## src/rtl/bit_rev_reorder.sv

```systemverilog
// Bit-reversal reorder buffer: loads one frame of 2^LOG2N complex samples in natural
// order and streams them back out in bit-reversed order. Optional macro BIT_REV_NATURAL_EN.
module bit_rev_reorder #(
    parameter int LOG2N  = 6,
    parameter int DATA_W = 16
) (
    input  logic              Clk,
    input  logic              reset,
    input  logic              start,
`ifdef BIT_REV_NATURAL_EN
    input  logic              natural_mode,
`endif
    input  logic              in_valid,
    input  logic [DATA_W-1:0] in_re,
    input  logic [DATA_W-1:0] in_im,
    output logic              out_valid,
    output logic [DATA_W-1:0] out_re,
    output logic [DATA_W-1:0] out_im,
    output logic [LOG2N-1:0]  out_index,
    output logic              busy,
    output logic              tc
);

    localparam int N = 1 << LOG2N;

    typedef enum logic [1:0] {
        S_IDLE,
        S_LOAD,
        S_DRAIN,
        S_DONE
    } state_t;

    state_t              r_state;
    state_t              w_next;
    logic [LOG2N-1:0]    r_wr_cnt;
    logic [LOG2N-1:0]    r_rd_cnt;
    logic [LOG2N-1:0]    w_rev;
    logic [LOG2N-1:0]    w_rd_addr;
    logic                w_last_wr;
    logic                w_last_rd;
    logic [2*DATA_W-1:0] r_mem [N];

    assign w_last_wr = &r_wr_cnt;
    assign w_last_rd = &r_rd_cnt;

    always_comb begin
        w_rev = '0;
        for (int i = 0; i < LOG2N; i++) begin
            w_rev[i] = r_rd_cnt[LOG2N-1-i];
        end
    end

`ifdef BIT_REV_NATURAL_EN
    logic r_natural;

    // The ordering choice is frozen for the whole frame at the moment it is accepted.
    always_ff @(posedge Clk or posedge reset) begin
        if (reset) begin
            r_natural <= 1'b0;
        end else if (r_state == S_IDLE && start) begin
            r_natural <= natural_mode;
        end
    end

    assign w_rd_addr = r_natural ? r_rd_cnt : w_rev;
`else
    assign w_rd_addr = w_rev;
`endif

    always_ff @(posedge Clk or posedge reset) begin
        if (reset) begin
            r_state <= S_IDLE;
        end else begin
            r_state <= w_next;
        end
    end

    always_comb begin
        w_next = r_state;
        case (r_state)
            S_IDLE:  if (start) w_next = S_LOAD;
            S_LOAD:  if (in_valid && w_last_wr) w_next = S_DRAIN;
            S_DRAIN: if (w_last_rd) w_next = S_DONE;
            S_DONE:  w_next = S_IDLE;
            default: w_next = S_IDLE;
        endcase
    end

    always_ff @(posedge Clk or posedge reset) begin
        if (reset) begin
            r_wr_cnt <= '0;
            r_rd_cnt <= '0;
        end else begin
            case (r_state)
                S_IDLE: begin
                    if (start) r_wr_cnt <= '0;
                end
                S_LOAD: begin
                    if (in_valid) begin
                        r_wr_cnt <= r_wr_cnt + LOG2N'(1);
                        if (w_last_wr) r_rd_cnt <= '0;
                    end
                end
                S_DRAIN: begin
                    r_rd_cnt <= r_rd_cnt + LOG2N'(1);
                end
                default: ;
            endcase
        end
    end

    // Sample storage is deliberately left out of reset so it maps onto block RAM.
    always_ff @(posedge Clk) begin
        if (r_state == S_LOAD && in_valid) begin
            r_mem[r_wr_cnt] <= {in_re, in_im};
        end
    end

    always_ff @(posedge Clk or posedge reset) begin
        if (reset) begin
            out_valid <= 1'b0;
            out_re    <= '0;
            out_im    <= '0;
            out_index <= '0;
            busy      <= 1'b0;
            tc        <= 1'b0;
        end else begin
            out_valid <= (r_state == S_DRAIN);
            tc        <= (r_state == S_DRAIN) && w_last_rd;
            busy      <= (w_next != S_IDLE);
            if (r_state == S_DRAIN) begin
                out_index         <= r_rd_cnt;
                {out_re, out_im}  <= r_mem[w_rd_addr];
            end
        end
    end

endmodule

```

## config.mk

```make
export PLATFORM = sky130hd
export DESIGN_NAME = bit_rev_reorder
export DESIGN_NICKNAME = d
export VERILOG_FILES = /design/src/rtl/bit_rev_reorder.sv
export SDC_FILE = /design/constraint.sdc
export NUM_CORES = 2
export LEC_CHECK = 0
export ABC_AREA = 1
export CAP_MARGIN = 10
export CORE_MARGIN = 5
export CORE_UTILIZATION = 44
export CTS_BUF_LIST = sky130_fd_sc_hd__clkbuf_2
export CTS_CLUSTER_DIAMETER = 120
export DETAILED_ROUTE_END_ITERATION = 8
export HOLD_SLACK_MARGIN = 0.06
export PLACE_DENSITY = 0.57
export SLEW_MARGIN = 40
export SYNTH_ARGS = -nofsm -noshare
export SYNTH_HDL_FRONTEND = slang
export SYNTH_SLANG_ARGS = --single-unit
```

## constraint.sdc

```tcl
create_clock -name Clk -period 8.4 [get_ports Clk]
set_input_delay 2.1 -clock Clk [delete_from_list [all_inputs] [get_ports Clk]]
set_output_delay 2.1 -clock Clk [all_outputs]
set_load 0.02 [all_outputs]
```

== Word-level counts from Yosys, hierarchy flattened ==
Memories as Yosys holds them, arrays and structs flattened. A register that Yosys moved wholly into a read port is not among the register bits.
Cells that the tools add are included.
Operators by class
  bitwise logic cells: 0
  mux-type cells: 12
  $mul: 0
  reduce and logical (&&, ||, !) cells: 11
  shift-type cells: 0
  order comparisons: 0
  add/subtract/negate cells: 2
  equality and inequality tests: 6
  divide/modulo/power cells: 0
Operator list (number)
  6-bit 2-to-1 mux: 4
  6-bit case mux with 2 select lines: 2
  6-bit by 1-bit adder with 6-bit output, second input constant: 2
  6-bit AND reduction: 2
  2-bit case mux with 4 select lines: 1
  2-bit 2-to-1 mux: 3
  2-bit inequality test, second input constant: 3
  3-bit AND reduction: 2
  2-bit nonzero test: 3
  2-bit equality test, second input constant: 2
  1-bit logical AND: 3
  2-bit by 1-bit equality test with 1-bit output, second input constant: 1
  2-bit zero test: 1
  1-bit 2-to-1 mux: 2
Storage, ports and cells
  flip-flop bits (word level): 23
  RAM bits: 2048
  memories kept: 1
  output and inout port bits: 41
  word-level logic and storage cells: 39
  memory bits (read-only): 0
  bits in latches: 0
  bits of input ports: 36
Memory list
  r_mem: depth 64, width 32, read ports 1, clocked after memory_dff 1, write ports 1, line 41  | logic [2*DATA_W-1:0] r_mem [N];

== Longest topological paths before layout ==
  depth in word-level cells: 5
  gate-level depth with buffers: 11
  mapped depth without buffers: 9

== Least setup slack after synthesis ==
Ideal clock, no wire load.
  path type: input -> register
  start: input port in_valid
  end: memory r_mem[47][0] in the netlist's numbering, enable pin
  required time: 7.939 ns
  stages: 6
  library setup time: 0.461 ns
  slack: 3.139 ns
  path buffers: 0
  arrival: 4.800 ns
  cells stage by stage: nand2_1 -> nor2_1 -> inv_1 -> nor2_1 -> inv_1 -> nor3_1
Between the ends
  word-level cells in the longest chain between the ends: 3
Ends and longest elaborated chain
  start, declared: line 13  | input logic in_valid,
  1-bit logical AND: line 114  | if (r_state == S_LOAD && in_valid) begin
  1-bit 2-to-1 mux: line 114
  1-bit 2-to-1 mux (implied by the code): line 115  | r_mem[r_wr_cnt] <= {in_re, in_im};
  end, declared: line 41
No other way between the ends.

== Worst setup path after layout ==
  start: register out_re[13], read port of r_mem
  end: output port out_re[13]
RTL lines
  start, declared: line 17  | output logic [DATA_W-1:0] out_re,
No word-level cell between the ends.

==> flow_summary.ini <==
[status]
outcome = completed

[synth]
yosysWarningCount = 0
post_synth_instance_area_sq_mm = 0.0893
synth.avg_cell_area_sq_um = 11.1
syn-instance-count = 8076
ys_async_sr_fraction_pct = 2.62
dominantRegCellSynth = edfxtp_1
synth_enable_flop_cells = 2048
yosys_top_cell_by_area = edfxtp_1
synth.distinct_cells = 26
synth.yosys.seq_area_share_pct = 70.4
netlist_top_cells_area = edfxtp_1 (69%), nand3_1 (9.4%), nand2_1 (8.0%), inv_1 (5.2%), dfrtp_1 (1.5%)
synth.ff_latch_count = 2103
mappedNetlistNets = 8114
yosys.area.top_type_share_pct = 68.9

[clock_network]
number_of_setup_buffers_added_after_cts = 0
clock_sinks = 2103
clk_latency_ns = 1.86
cts_max_path_buffers = 4
cts_tree = built
cts-hold-fix-buffers = 0
post_cts_resize_count = 0
cts_bufs_inserted = 568
clockRootBuffer = clkbuf_2
clock_pin_slew_worst_setup_and_hold_paths_ns = 0.09
cts_max_level = 6

[cells_and_area]
finish.cell_count_without_fillers = 11500
postLayoutCoreUtil_pct = 48.8
finalNetCount = 8483
stdcell_area_sq_mm = 0.0986
final_layout_size_suffix_gt1_share_pct = 14.8
layout-area-overhead-vs-synth_pct = 10.4
filler_cell_count = 18400
most-common-layout-cells = edfxtp_1 (2048), nand2_1 (1911), nand3_1 (1668), inv_1 (1234), clkbuf_2 (869)
layout_commonest_cell = edfxtp_1

[sta]
clock.fmax_mhz = 193
timing.final.crit_period_ns = 5.18
worst_pin_slew_ns = 1.25
timing.final.max_slew_violations = 0
finalSetupViolCount = 0
rsz0062_at_grt = no
totalNegativeSetupSlack_ns = 0
final.period_utilization_pct = 61.6
final_count_of_hold_timing_violations = 0
relative_slew_margins_pct = 16.7
clock-skew-final_ns = 0.215

[power]
seq_power_share_pct = 45.2
peakVddDrop_mv = 0.279
combinationalPowerShare_pct = 28.7
clock_power_share_pct = 26.1
power.leakage_nw = 39.9
p_int_w = 0.0165
power.switching_w = 0.0102
final_power_w = 0.0267
power_density_mw_per_mm2 = 271
switching_share_pct = 38.2

[die]
die_area_sq_mm = 0.212
floorplan.initialDensity_pct = 44.2
placement_rows = 165
die_h_um = 460
core_region_area_sq_mm = 0.202
chipWidth_um = 460
top_level_ports = 77

[drt]
route.detailed.wl_per_inst_um = 23.1
first_pass_iters = 5
met3_wirelength_mm = 20.3
vias = 60100
drt_wl_total_mm = 266
drc_errors_left = 0
wl_met1_mm = 111
top_layer_used = met4
final_antenna_net_count = 0
route.detailed.vias_per_inst = 5.23
drt-initial-drc-count = 6499
total_length_of_routed_met2_wires_mm = 126

[grt]
grt_use_total_pct = 24.8
largest_net_degree_at_the_start_of_global_routing = 184
vias_in_the_first_global_route = 58000
antenna_found_initial = 16
globalRouteOverflowTotal = 0
grt_first_pass_wirelength_mm = 388

[critical_path]
critical_path.cell_chain = clkdlybuf4s50_1
timing.critical_path.from_type = register
critical-path-top-delay-family = buffers and inverters
worst_path_largest_cell_delay_ns = 0.68
critical_path_buf_inv_count = 1
critical_path_required_ns = 6.30
cp_max_fo = 2
setup.worst_path.end_class = output port
critPathArrivalTime_ns = 3.08
crit_slowest_cell = clkdlybuf4s50_1
path_class = register to output port

[placed_design]
dp_hpwl_mm = 149
cell_area_reported_after_detailed_placement_sq_mm = 0.0937
place.port_buffers = 76
place_congestion = 0.843
placedCellCount = 10500

[job]
maxCapViolCount = 0

[worst_hold_path]
worstHoldPathType = register to register
==> layout make-up <==
type	instances	area (sq um)	share of cell area, %
antenna	15	37.5	0.0381
clock inverter	65	353	0.358
tap	2672	3340	3.39
inverter	1243	4700	4.77
multi-input combinational	4278	20000	20.2
sequential	2103	62900	63.8
timing repair buffer	251	2970	3.01
clock buffer	869	4350	4.41
==> Yosys cell counts (55+ instances only) <==
| cell type | instances |
|---|---|
| inv_1 | 1237 |
| or2_2 | 124 |
| nand3_1 | 1673 |
| buf_1 | 77 |
| or2_1 | 132 |
| nor2_1 | 205 |
| o21ai_0 | 77 |
| dfrtp_1 | 55 |
| clkbuf_1 | 125 |
| nand2_1 | 1912 |
| edfxtp_1 | 2048 |
| o211ai_1 | 128 |
| buf_2 | 171 |
==> cells by family after synthesis <==
kind of cell,Yosys count,synth area share [%]
compound gates,213,1.56
fa+ha+maj,2,0.0280
buf+inv,1695,7.81
flops,2103,70.4
simple gates,4063,20.2
==> power groups by stage <==
stage / registers [W] / logic [W] / clock network [W]
after floorplan: 0.0122 / 0.00455 / 0
after global placement: 0.0123 / 0.00748 / 0
after detailed placement: 0.0123 / 0.00761 / 0
after CTS: 0.0121 / 0.00763 / 0.00713
after global routing: 0.0121 / 0.00824 / 0.00774
final: 0.0121 / 0.00767 / 0.00696
==> final timing paths <==
kind                                          start                       end  slack, ns  depth (start not counted)
max                          out_re[13]$_DFFE_PP0P_                out_re[13]       3.22                          1
min                        out_index[4]$_DFFE_PP0P_  out_index[4]$_DFFE_PP0P_       0.48                          2
max reg2reg                 r_rd_cnt[3]$_DFFE_PP0P_     out_im[3]$_DFFE_PP0P_       4.60                          8
min reg2reg                out_index[4]$_DFFE_PP0P_  out_index[4]$_DFFE_PP0P_       0.48                          2
max in group asynchronous                     reset    out_im[13]$_DFFE_PP0P_       7.12                          3
min in group asynchronous                     reset   r_wr_cnt[0]$_DFFE_PP0P_       0.77                          3
==> metal layers <==
metal	vias up	track usage (%)
met5	-	0
met4	0	9.29
met3	428	4.68
met2	2536	39.9
met1	29200	33.7
li1	28000	-
==> sequential cells by signal (all words and copies together) (netlist names) <==
register   cells
tc             1
r_mem       2048
out_valid      1
out_re        16
out_index      6
r_wr_cnt       6
busy           1
out_im        16
r_state        2
r_rd_cnt       6
==> stage by stage <==
stage	setup WS (ns)	hold slack (ns)
final	3.22	0.481
after floorplan	3.14	0.504
after CTS	3.03	0.442
after global placement	2.69	0.467
after global routing	3.02	0.441
after detailed placement	2.83	0.465
Power figures use the tool's default switching activity.
